$ cat config.mk
export PLATFORM = sky130hd
export DESIGN_NAME = thirty_two_bit_full_adder_flat
export DESIGN_NICKNAME = d
export VERILOG_FILES = /design/src/rtl/thirty_two_bit_full_adder_if.sv /design/src/rtl/thirty_two_bit_full_adder.sv /design/src/flat_wrapper.sv
export SDC_FILE = /design/constraint.sdc
export NUM_CORES = 1
export LEC_CHECK = 0
export CAP_MARGIN = 20
export CORE_MARGIN = 2
export CORE_UTILIZATION = 43
export DETAILED_ROUTE_END_ITERATION = 8
export PLACE_DENSITY = 0.83
export SLEW_MARGIN = 10
export SYNTH_ARGS = -nofsm -noshare
export SYNTH_HDL_FRONTEND = slang
export SYNTH_HIERARCHICAL = 1
export SYNTH_SLANG_ARGS = --single-unit
$ cat constraint.sdc
create_clock -name clk -period 29.7 [get_ports clk]
set_clock_uncertainty 0.2 [all_clocks]
set_input_delay 8.91 -clock clk [delete_from_list [all_inputs] [get_ports clk]]
set_output_delay 8.91 -clock clk [all_outputs]
set_load 0.01 [all_outputs]
$ cat src/rtl/thirty_two_bit_full_adder_if.sv
// rtl/thirty_two_bit_full_adder_if.sv - operand/result bundle for the 32-bit adder
//
// Purpose: groups the adder operands and registered results into one bus.
// Signals:
//   inA      [31:0]  addend A
//   inB      [31:0]  addend B
//   carryIn          carry into bit 0
//   sum      [31:0]  registered A + B + carryIn
//   carryOut         registered carry out of bit 31
// Modports:
//   master  drives operands, observes results
//   slave   the adder itself
interface thirty_two_bit_full_adder_if;
  logic [31:0] inA;
  logic [31:0] inB;
  logic        carryIn;
  logic [31:0] sum;
  logic        carryOut;

  modport master (output inA, output inB, output carryIn, input sum, input carryOut);
  modport slave  (input inA, input inB, input carryIn, output sum, output carryOut);
endinterface

$ cat src/rtl/thirty_two_bit_full_adder.sv
// rtl/thirty_two_bit_full_adder.sv - registered 32-bit ripple-carry adder
//
// Purpose: {carryOut, sum} <= inA + inB + carryIn, one cycle latency, one
// operand set per cycle. Built as a hierarchy of half-width stages:
// half adder -> 1-bit full adder -> 2/4/8/16/32-bit full adders.
// Ports:
//   clk    rising-edge clock
//   rst_n  synchronous active-low reset; clears sum and carryOut
//   bus    slave side of thirty_two_bit_full_adder_if (operands in, results out)

module halfAdder (
  input  logic a,
  input  logic b,
  output logic s,
  output logic c
);
  assign s = a ^ b;
  assign c = a & b;
endmodule

module fullAdder1 (
  input  logic a,
  input  logic b,
  input  logic cin,
  output logic s,
  output logic cout
);
  logic s1;
  logic c1;
  logic c2;

  halfAdder hA (.a(a),  .b(b),   .s(s1), .c(c1));
  halfAdder hB (.a(s1), .b(cin), .s(s),  .c(c2));

  // At most one of the two half adders can generate a carry.
  assign cout = c1 | c2;
endmodule

module fullAdder2 (
  input  logic [1:0] a,
  input  logic [1:0] b,
  input  logic       cin,
  output logic [1:0] s,
  output logic       cout
);
  logic midCarry;

  fullAdder1 lo (.a(a[0]), .b(b[0]), .cin(cin),      .s(s[0]), .cout(midCarry));
  fullAdder1 hi (.a(a[1]), .b(b[1]), .cin(midCarry), .s(s[1]), .cout(cout));
endmodule

module fullAdder4 (
  input  logic [3:0] a,
  input  logic [3:0] b,
  input  logic       cin,
  output logic [3:0] s,
  output logic       cout
);
  logic midCarry;

  fullAdder2 lo (.a(a[1:0]), .b(b[1:0]), .cin(cin),      .s(s[1:0]), .cout(midCarry));
  fullAdder2 hi (.a(a[3:2]), .b(b[3:2]), .cin(midCarry), .s(s[3:2]), .cout(cout));
endmodule

module fullAdder8 (
  input  logic [7:0] a,
  input  logic [7:0] b,
  input  logic       cin,
  output logic [7:0] s,
  output logic       cout
);
  logic midCarry;

  fullAdder4 lo (.a(a[3:0]), .b(b[3:0]), .cin(cin),      .s(s[3:0]), .cout(midCarry));
  fullAdder4 hi (.a(a[7:4]), .b(b[7:4]), .cin(midCarry), .s(s[7:4]), .cout(cout));
endmodule

module fullAdder16 (
  input  logic [15:0] a,
  input  logic [15:0] b,
  input  logic        cin,
  output logic [15:0] s,
  output logic        cout
);
  logic midCarry;

  fullAdder8 lo (.a(a[7:0]),  .b(b[7:0]),  .cin(cin),      .s(s[7:0]),  .cout(midCarry));
  fullAdder8 hi (.a(a[15:8]), .b(b[15:8]), .cin(midCarry), .s(s[15:8]), .cout(cout));
endmodule

module fullAdder32 (
  input  logic [31:0] a,
  input  logic [31:0] b,
  input  logic        cin,
  output logic [31:0] s,
  output logic        cout
);
  logic midCarry;

  fullAdder16 lo (.a(a[15:0]),  .b(b[15:0]),  .cin(cin),      .s(s[15:0]),  .cout(midCarry));
  fullAdder16 hi (.a(a[31:16]), .b(b[31:16]), .cin(midCarry), .s(s[31:16]), .cout(cout));
endmodule

module thirty_two_bit_full_adder (
  input  logic                          clk,
  input  logic                          rst_n,
  thirty_two_bit_full_adder_if.slave    bus
);
  logic [31:0] coreSum;
  logic        coreCarry;

  fullAdder32 core (
    .a    (bus.inA),
    .b    (bus.inB),
    .cin  (bus.carryIn),
    .s    (coreSum),
    .cout (coreCarry)
  );

  // Reset wins over capture so an in-flight result is dropped when rst_n drops.
  always_ff @(posedge clk) begin
    if (!rst_n) begin
      bus.sum      <= 32'h0000_0000;
      bus.carryOut <= 1'b0;
    end else begin
      bus.sum      <= coreSum;
      bus.carryOut <= coreCarry;
    end
  end
endmodule

$ cat src/flat_wrapper.sv
// flat-port wrapper written by rule: the top's interface ports become plain ports
module thirty_two_bit_full_adder_flat 
  (clk, rst_n, bus_inA, bus_inB, bus_carryIn, bus_sum, bus_carryOut);
  thirty_two_bit_full_adder_if bus_i ();
  input  logic clk;
  input  logic rst_n;
  input wire logic [$bits(bus_i.inA)-1:0] bus_inA;
  input wire logic [$bits(bus_i.inB)-1:0] bus_inB;
  input wire logic [$bits(bus_i.carryIn)-1:0] bus_carryIn;
  output wire logic [$bits(bus_i.sum)-1:0] bus_sum;
  output wire logic [$bits(bus_i.carryOut)-1:0] bus_carryOut;
  assign bus_i.inA = bus_inA;
  assign bus_i.inB = bus_inB;
  assign bus_i.carryIn = bus_carryIn;
  assign bus_sum = bus_i.sum;
  assign bus_carryOut = bus_i.carryOut;
  thirty_two_bit_full_adder u_core (.clk(clk), .rst_n(rst_n), .bus(bus_i));
endmodule
==> out/metrics.yaml, run 1 <==
outcome:
  run_status: "complete, no violations"
die:
  die_x_um: 70.9
  num_io_pins: 100
  rows: 24
  die_area_um2: 5030
  initial_core_util: 0.445
  core_area_um2: 4320
  die_h_um: 70.9
sta:
  setup_viol: 0
  min_period_over_period: 0.760
  slew_headroom: 0.399
  tns_ns: 0
  finalMaxSlewViolations: 0
  worst_pin_slew_ns: 0.899
  rsz0062_at_grt: "no"
  fmax_mhz: 44.3
  finalCriticalPeriod_ns: 22.57
  timing.final.hold_violations: 0
grt:
  track_usage: 0.159
  grt_max_degree: 34
  grt_pass1_vias: 1494
  grt_pass1_wl_mm: 6.18
  antenna_found_initial: 0
  overflow: 0
clock_network:
  cts.clk_slew.worst_paths_ns: 0.07
  cts_setup_buffers: 0
  cts.htree.levels: 2
  cts_buffer_depth: 2
  cts_tree: "yes"
  cts_buffers: 5
  clock-root-buffer: "clkbuf_8"
  hold_buffers: 0
  ctsResizeCount: 0
  clock_sinks: 33
final_layout:
  syn_to_final_growth_pct: 58.6
  layout-drive-gt1-share: 0.146
  nets: 399
  final_cell_mix: "99 x clkdlybuf4s50_1, 64 x ha_1, 33 x and2_2, 33 x dfxtp_1, 32 x or2_1"
  antenna_cells: 0
  final_common_cell: "clkdlybuf4s50_1"
critical_path:
  worstPathArrival_ns: 22.53
  required_ns: 29.67
  worst-path-max-fanout: 1
  cp-end-kind: "flip-flop"
  crit_slowest_cell: "clkdlybuf4s50_1"
  start_kind: "primary input"
  slowest_delay_ns: 0.41
  path_common_cell: "ha_1"
  critPathKind: "in -> reg"
synth:
  synth_seq_area_share: 0.343
  synthDistinctLibCells: 5
  syn_nets: 296
  synth_top_family_by_area: "adder cells"
  yosysTopAreaCell: "ha_1"
  synthCells: 165
  synthAdderAreaFrac: 0.416
  yosys.area_share.xor_xnor: 0
  yosysWarnings: 6
  avgSynthCellArea_um2: 11.7
  synth_compound_area_frac: 0
  synth_top_area_share: 0.416
  synth_area_um2: 1920
  synth_mux_area_frac: 0
  synth_seq_cells: 33
  synth_area_leaders: "ha_1 42%, dfxtp_1 34%, and2_2 13%, or2_1 10%, clkbuf_2 0.78%"
  yosys.area_share.simple: 0.233
place:
  dp_hpwl_mm: 2.94
  io_buffers: 99
  gp_congestion: 0.683
pwr:
  vdd_drop_max_mv: 0.0281
  net-switching-power_w: 0.0000306
  power_frac_seq: 0.407
  p_leak_nw: 1.43
  combPwrFrac: 0.332
  pwr-share-clk: 0.261
  p_int_w: 0.0000968
  p_sw_frac: 0.240
  totalPowerFinal_w: 0.000127
  power.density_nw_per_um2: 41.7
flow_run:
  maxCapViolations: 0
hold_path:
  hp-class: "in -> reg"
drt:
  routed_wl_mm: 3.59
  wl_per_cell_um: 11.2
  drtPass1Iterations: 4
  drc: 0
  num_vias: 1455
  ant_nets: 0
  drt_iter0_drc: 15
  drt-vias-per-instance: 4.55
critical path: cells and delay by family:
kind	cells	cell delay, ns
adder cells (fa/ha/maj)	33	5.81
buffers and inverters	1	0.41
AND/OR/NAND/NOR	33	7.39
power by group through the flow:
stage | clock, W | sequential, W | combinational, W
finish | 0.0000333 | 0.0000518 | 0.0000423
global route | 0.0000375 | 0.0000523 | 0.0000484
CTS | 0.0000348 | 0.0000518 | 0.0000434
detailed placement | 0 | 0.0000529 | 0.0000429
global placement | 0 | 0.0000528 | 0.0000421
floorplan | 0 | 0.0000562 | 0.0000149
cells by family (layout without fill, tap and decap cells):
| group | count (synthesis) | after routing |
|---|---|---|
| DFF | 33 | 33 |
| and+or+nand+nor | 65 | 65 |
| buffers and inverters | 3 | 106 |
| adders and majority gates | 64 | 64 |
state kept, by name, summed over array words and instances, names as in the netlist:
register	cells
u_core/bus.sum	32
u_core/bus.carryOut	1
path summary, 6_finish.rpt:
| kind | slack (ns) | from | cells after the start | endpoint |
|---|---|---|---|---|
| setup / recovery | 7.13 | bus_inA[0] | 67 | u_core/bus.carryOut$_SDFF_PN0_ |
| hold / removal | 9.15 | bus_carryIn | 3 | u_core/bus.sum[0]$_SDFF_PN0_ |
layout make-up:
class	count	area, um2
repair buffers	99	991
well taps	52	65.1
flip-flops and latches	33	661
fillers	352	1270
multi-input cells	129	1250
clock buffers	7	86.3
cells in the mapped netlist, drive strengths merged:
cell,n
ha,64
and2,33
or2,32
clkbuf,3
dfxtp,33
layer usage:
metal,part of all wire,GRT usage,routed length [um]
met2,0.48,0.276,1740
met3,0.13,0.0983,463
met5,0,0,0
met4,0.0039,0.0377,14
met1,0.38,0.160,1380
stage by stage:
| step | utilization | worst slack, ns | area, um2 | std cells | hold slack [ns] |
|---|---|---|---|---|---|
| after floorplan | - | 7.85 | 1920 | 165 | 8.85 |
| after global placement | 0.686 | 6.93 | 2970 | 313 | 9.44 |
| after detailed placement | 0.686 | 6.83 | 2970 | 313 | 9.43 |
| after CTS | 0.706 | 7.08 | 3050 | 320 | 9.14 |
| after global routing | 0.706 | 6.49 | 3050 | 320 | 9.14 |
| final | 0.706 | 7.13 | 3050 | 320 | 9.15 |
Note: power is estimated with default switching activity, not from simulation.
==> inputs of run 2 (changes only) <==
--- a/config.mk
+++ b/config.mk
@@ -7,9 +7,9 @@
 export LEC_CHECK = 0
 export CAP_MARGIN = 20
 export CORE_MARGIN = 2
-export CORE_UTILIZATION = 43
+export CORE_UTILIZATION = 40
 export DETAILED_ROUTE_END_ITERATION = 8
-export PLACE_DENSITY = 0.83
+export PLACE_DENSITY = 0.78
 export SLEW_MARGIN = 10
 export SYNTH_ARGS = -nofsm -noshare
 export SYNTH_HDL_FRONTEND = slang
==> constraint.sdc (replaced) <==
create_clock -name clk -period 22.8 [get_ports clk]
set_clock_uncertainty 0.2 [all_clocks]
set_input_delay 6.84 -clock clk [delete_from_list [all_inputs] [get_ports clk]]
set_output_delay 6.84 -clock clk [all_outputs]
set_load 0.01 [all_outputs]
==> run 2 against run 1 <==
Compared with the run above:
- core utilization down 5.2 points
- setup slack worse by 4.7 ns
- sequential power up 30%
- wire length down 1.2%
- design area up 0.57%
- first-iteration DRC count down 40%
- clock power up 45%
- global-route usage down 1.4 points
- worst hold slack worse by 2.1 ns
- critical path depth unchanged
- flip-flop and latch count unchanged
==> out/metrics.yaml, run 2 (same netlist as run 1, synthesis figures left out) <==
final_layout:
  nets: 399
  multiInputGateArea_um2: 1250
  final_cell_mix: "99 x clkdlybuf4s50_1, 64 x ha_1, 33 x and2_2, 33 x dfxtp_1, 32 x or2_1"
  largest_reg_flops: 32
  fin_util: 0.654
  nFillCells: 385
  reg_top3: "u_core/bus.sum (32), u_core/bus.carryOut (1)"
  layout-drive-gt1-share: 0.152
  syn_to_final_growth_pct: 59.5
  antenna_cells: 0
  ff_latch_area_um2: 661
  regMostFlops: "u_core/bus.sum"
  final_common_cell: "clkdlybuf4s50_1"
grt:
  overflow: 0
  antenna_found_initial: 0
  grt_max_degree: 34
  grt_pass1_wl_mm: 5.93
  track_usage: 0.144
  grt_pass1_vias: 1356
critical_path:
  crit_slowest_cell: "clkdlybuf4s50_1"
  path_common_cell: "ha_1"
  worst-path-max-fanout: 1
  worstPathArrival_ns: 20.38
  crit_path_start: "bus_inA[0]"
  critPathKind: "in -> reg"
  cp-end-kind: "flip-flop"
  required_ns: 22.77
  slowest_delay_ns: 0.41
  start_kind: "primary input"
sta:
  hold-worst-slack_ns: 7.08
  timing.final.hold_violations: 0
  slew_headroom: 0.431
  rsz0062_at_grt: "no"
  finalMaxSlewViolations: 0
  setup_viol: 0
  tns_ns: 0
  finalCriticalPeriod_ns: 20.40
  min_period_over_period: 0.895
  fmax_mhz: 49.0
  worst_pin_slew_ns: 0.850
outcome:
  run_status: "complete, no violations"
die:
  initial_core_util: 0.410
  core_area_um2: 4690
  die_h_um: 73.4
  die_x_um: 73.4
  rows: 25
  die_area_um2: 5380
  num_io_pins: 100
clock_network:
  ctsResizeCount: 0
  clock_sinks: 33
  hold_buffers: 0
  clock-root-buffer: "clkbuf_8"
  cts.clk_slew.worst_paths_ns: 0.07
  cts_buffer_depth: 2
  cts.htree.levels: 2
  cts_buffers: 5
  cts_setup_buffers: 0
  cts_tree: "yes"
place:
  dp_hpwl_mm: 2.85
  io_buffers: 99
  gp_congestion: 0.676
drt:
  routed_wl_mm: 3.55
  drt-vias-per-instance: 4.52
  drt_iter0_drc: 9
  num_vias: 1461
  ant_nets: 0
  drtPass1Iterations: 2
  wl_per_cell_um: 11.0
  drc: 0
pwr:
  power.density_nw_per_um2: 55.7
  vdd_drop_max_mv: 0.0290
  p_leak_nw: 1.44
hold_path:
  hold_start: "bus_carryIn"
  worstHoldPathCells: 3
  hp-class: "in -> reg"
  min_to: "u_core/bus.sum[0]$_SDFF_PN0_"
flow_run:
  maxCapViolations: 0
## run 2: cell count changes in the layout (fill, tap and decap cells not counted), sizes merged
cell | before | now
clkinv | 0 | 1
## run 2: metrics by stage
step	setup WS [ns]	area, um2	std cells	power (W)
floorplan	3.02	1920	165	0.0000926
global placement	2.18	2970	315	0.000124
detailed placement	2.05	2970	315	0.000125
CTS	2.33	3070	323	0.000174
global route	1.65	3070	323	0.000184
finish	2.40	3070	323	0.000171
## run 2: power by group
part,total [W],switching [W],internal [W],leakage (nW)
clock,0.0000483,0.0000210,0.0000273,0.0542
combinational,0.0000552,0.0000186,0.0000366,1.11
sequential,0.0000675,0.00000191,0.0000656,0.275
## run 2: critical path, delay by kind of cell
family | cells | cell delay [ns]
adders and majority gates | 33 | 5.79
buffers and inverters | 1 | 0.41
and+or+nand+nor | 33 | 7.35
## run 2: metal layers
metal,global-route usage,up-vias,routed length [um]
li1,-,762,-
met1,0.169,628,1530
met2,0.224,66,1530
met3,0.0782,5,453
met4,0.0485,0,42
met5,0,-,0
## run 2: worst max path at each step
| stage | to | slack (ns) | cells past startpoint |
|---|---|---|---|
| floorplan | u_core/bus.carryOut$_SDFF_PN0_ | 3.02 | 66 |
| global placement | u_core/bus.carryOut$_SDFF_PN0_ | 2.18 | 67 |
| detailed placement | u_core/bus.carryOut$_SDFF_PN0_ | 2.05 | 67 |
| CTS | u_core/bus.carryOut$_SDFF_PN0_ | 2.33 | 67 |
| global route | u_core/bus.carryOut$_SDFF_PN0_ | 1.65 | 67 |
| finish | u_core/bus.carryOut$_SDFF_PN0_ | 2.40 | 67 |
## run 2: cell type report
type	instances	area share
repair buffers	99	0.323
clock inverters	1	0.00163
multi-input cells	129	0.407
flip-flops and latches	33	0.215
clock buffers	7	0.0314
well taps	54	0.0220
==> inputs of run 3 (changes only) <==
--- a/config.mk
+++ b/config.mk
@@ -7,11 +7,10 @@
 export LEC_CHECK = 0
 export CAP_MARGIN = 20
 export CORE_MARGIN = 2
-export CORE_UTILIZATION = 40
+export CORE_UTILIZATION = 36
 export DETAILED_ROUTE_END_ITERATION = 8
-export PLACE_DENSITY = 0.78
+export PLACE_DENSITY = 0.77
 export SLEW_MARGIN = 10
 export SYNTH_ARGS = -nofsm -noshare
 export SYNTH_HDL_FRONTEND = slang
-export SYNTH_HIERARCHICAL = 1
 export SYNTH_SLANG_ARGS = --single-unit
==> run 3 against run 2 <==
Compared with the run above:
- total power increased by 0.38%
- non-clock buffer count stayed put
- first-iteration DRC count rose to 7.1 times the previous value
- synthesized cell count fell by 35%
- global-route usage up 2.7 points
- area after synthesis fell by 20%
==> out/metrics.yaml, run 3 <==
synth:
  avgSynthCellArea_um2: 14.3
  async_reset_ff_frac: 0
  yosysTopAreaCell: "dfxtp_1"
  synthCells: 108
  yosysWarnings: 0
  synthDistinctLibCells: 6
  synth_area_leaders: "dfxtp_1 43%, fa_1 41%, and2_1 12%, inv_1 1.7%, nor2b_1 1.2%"
  synth_edf_count: 0
  synth_top_flop_cell: "dfxtp_1"
  synth_top_area_share: 0.426
  syn_nets: 207
  synth_most_common_cell: "dfxtp_1"
  synth_common_cells: "33 x dfxtp_1, 32 x fa_1, 30 x and2_1, 7 x inv_1"
  synth_seq_area_share: 0.426
  synth_area_um2: 1550
  synth_seq_cells: 33
sta:
  min_period_over_period: 0.877
  fmax_mhz: 50.0
  finalMaxSlewViolations: 0
  rsz0062_at_grt: "no"
  setup_viol: 0
  timing.final.hold_violations: 0
  worst_pin_slew_ns: 0.823
  finalCriticalPeriod_ns: 20.01
  slew_headroom: 0.450
  setup_ws_ns: 2.79
  tns_ns: 0
final_layout:
  layout-drive-gt1-share: 0.0330
  antenna_cells: 0
  final_cell_mix: "99 x clkdlybuf4s50_1, 33 x dfxtp_1, 32 x fa_1"
  reg_top3: "u_core.bus.sum (32), u_core.bus.carryOut (1)"
  final_common_cell: "clkdlybuf4s50_1"
  nets: 310
  regMostFlops: "u_core.bus.sum"
  syn_to_final_growth_pct: 74.6
  largest_reg_flops: 32
clock_network:
  cts_buffers: 5
  hold_buffers: 0
  ctsResizeCount: 0
  clock_sinks: 33
  cts_tree: "yes"
  cts.htree.levels: 2
  clock-root-buffer: "clkbuf_8"
  cts_buffer_depth: 2
  cts_setup_buffers: 0
  cts.clk_slew.worst_paths_ns: 0.07
outcome:
  run_status: "complete, no violations"
critical_path:
  worstPathArrival_ns: 20.02
  path_common_cell: "fa_1"
  cp-end-kind: "flip-flop"
  worst-path-max-fanout: 1
  critPathKind: "in -> reg"
  required_ns: 22.81
  crit_slowest_cell: "fa_1"
  slowest_delay_ns: 0.42
  start_kind: "primary input"
die:
  die_h_um: 69.6
  initial_core_util: 0.382
  num_io_pins: 100
  rows: 23
  die_area_um2: 4840
  die_x_um: 69.6
  core_area_um2: 4060
grt:
  overflow: 0
  grt_pass1_vias: 1345
  antenna_found_initial: 0
  grt_pass1_wl_mm: 6.21
  track_usage: 0.171
  grt_max_degree: 34
hold_path:
  hp-class: "in -> reg"
drt:
  drt_iter0_drc: 64
  wl_per_cell_um: 14.2
  ant_nets: 0
  drtPass1Iterations: 4
  drc: 0
  drt-vias-per-instance: 4.27
  num_vias: 1118
  routed_wl_mm: 3.73
pwr:
  vdd_drop_max_mv: 0.0302
  p_leak_nw: 1.07
  power.density_nw_per_um2: 63.5
place:
  dp_hpwl_mm: 3.23
  gp_congestion: 0.874
  io_buffers: 99
  dpl_worst_slack_ns: 2.50
flow_run:
  maxCapViolations: 0
-- run 3: cell types whose count changed in the layout (fill, tap and decap cells not counted), sizes merged --
| cell | change |
|---|---|
| ha | -64 |
| inv | +7 |
| fa | +32 |
| clkinv | -1 |
| and2 | -3 |
| bufinv | +1 |
| nor2b | +3 |
| or2 | -32 |
-- run 3: layout make-up --
| class | count | area (um2) |
|---|---|---|
| multi-input combinational | 65 | 847 |
| clock buffer | 7 | 86.3 |
| tap | 50 | 62.6 |
| fill | 312 | 1350 |
| inverter | 7 | 26.3 |
| clock inverter | 1 | 30.0 |
| timing repair buffer | 99 | 991 |
| sequential | 33 | 661 |
-- run 3: path summary, 6_finish.rpt --
kind  depth (start not counted)        start                             to
max                          37  bus_carryIn  u_core.bus.sum[31]$_SDFF_PN0_
min                           4   bus_inA[0]   u_core.bus.sum[0]$_SDFF_PN0_
-- run 3: cell families after synthesis --
group	share of synthesized area
DFF	0.426
and+or+nand+nor	0.133
adders and majority gates	0.414
buffers and inverters	0.0267
-- run 3: worst max-delay path: cells and delay by family --
family / cells / cell delay [ns]
adders and majority gates: 32 / 12.44
buffers and inverters: 4 / 0.60
and+or+nand+nor: 1 / 0.12
-- run 3: where the power goes --
part	total, W	leakage (nW)	internal (W)	switching, W
combinational	0.0000496	0.736	0.0000315	0.0000181
sequential	0.0000672	0.275	0.0000653	0.00000190
clock	0.0000549	0.0585	0.0000356	0.0000193
-- run 3: per-layer routing --
layer | part of all wire | vias up | global-route usage
met5 | 0 | - | 0
met4 | 0.027 | 0 | 0.0763
met3 | 0.074 | 9 | 0.0494
met2 | 0.58 | 52 | 0.332
met1 | 0.32 | 538 | 0.163
li1 | - | 519 | -
-- run 3: metrics by stage --
| stage | instance area [um2] | utilization | hold slack, ns | power [W] | cells |
|---|---|---|---|---|---|
| CTS | 2700 | 0.666 | 7.08 | 0.000174 | 262 |
| detailed placement | 2590 | 0.638 | 7.37 | 0.000119 | 254 |
| finish | 2700 | 0.666 | 7.09 | 0.000172 | 262 |
| global placement | 2590 | 0.638 | 7.36 | 0.000117 | 254 |
| floorplan | 1550 | - | 6.77 | 0.0000855 | 108 |
| global route | 2700 | 0.666 | 7.13 | 0.000182 | 262 |
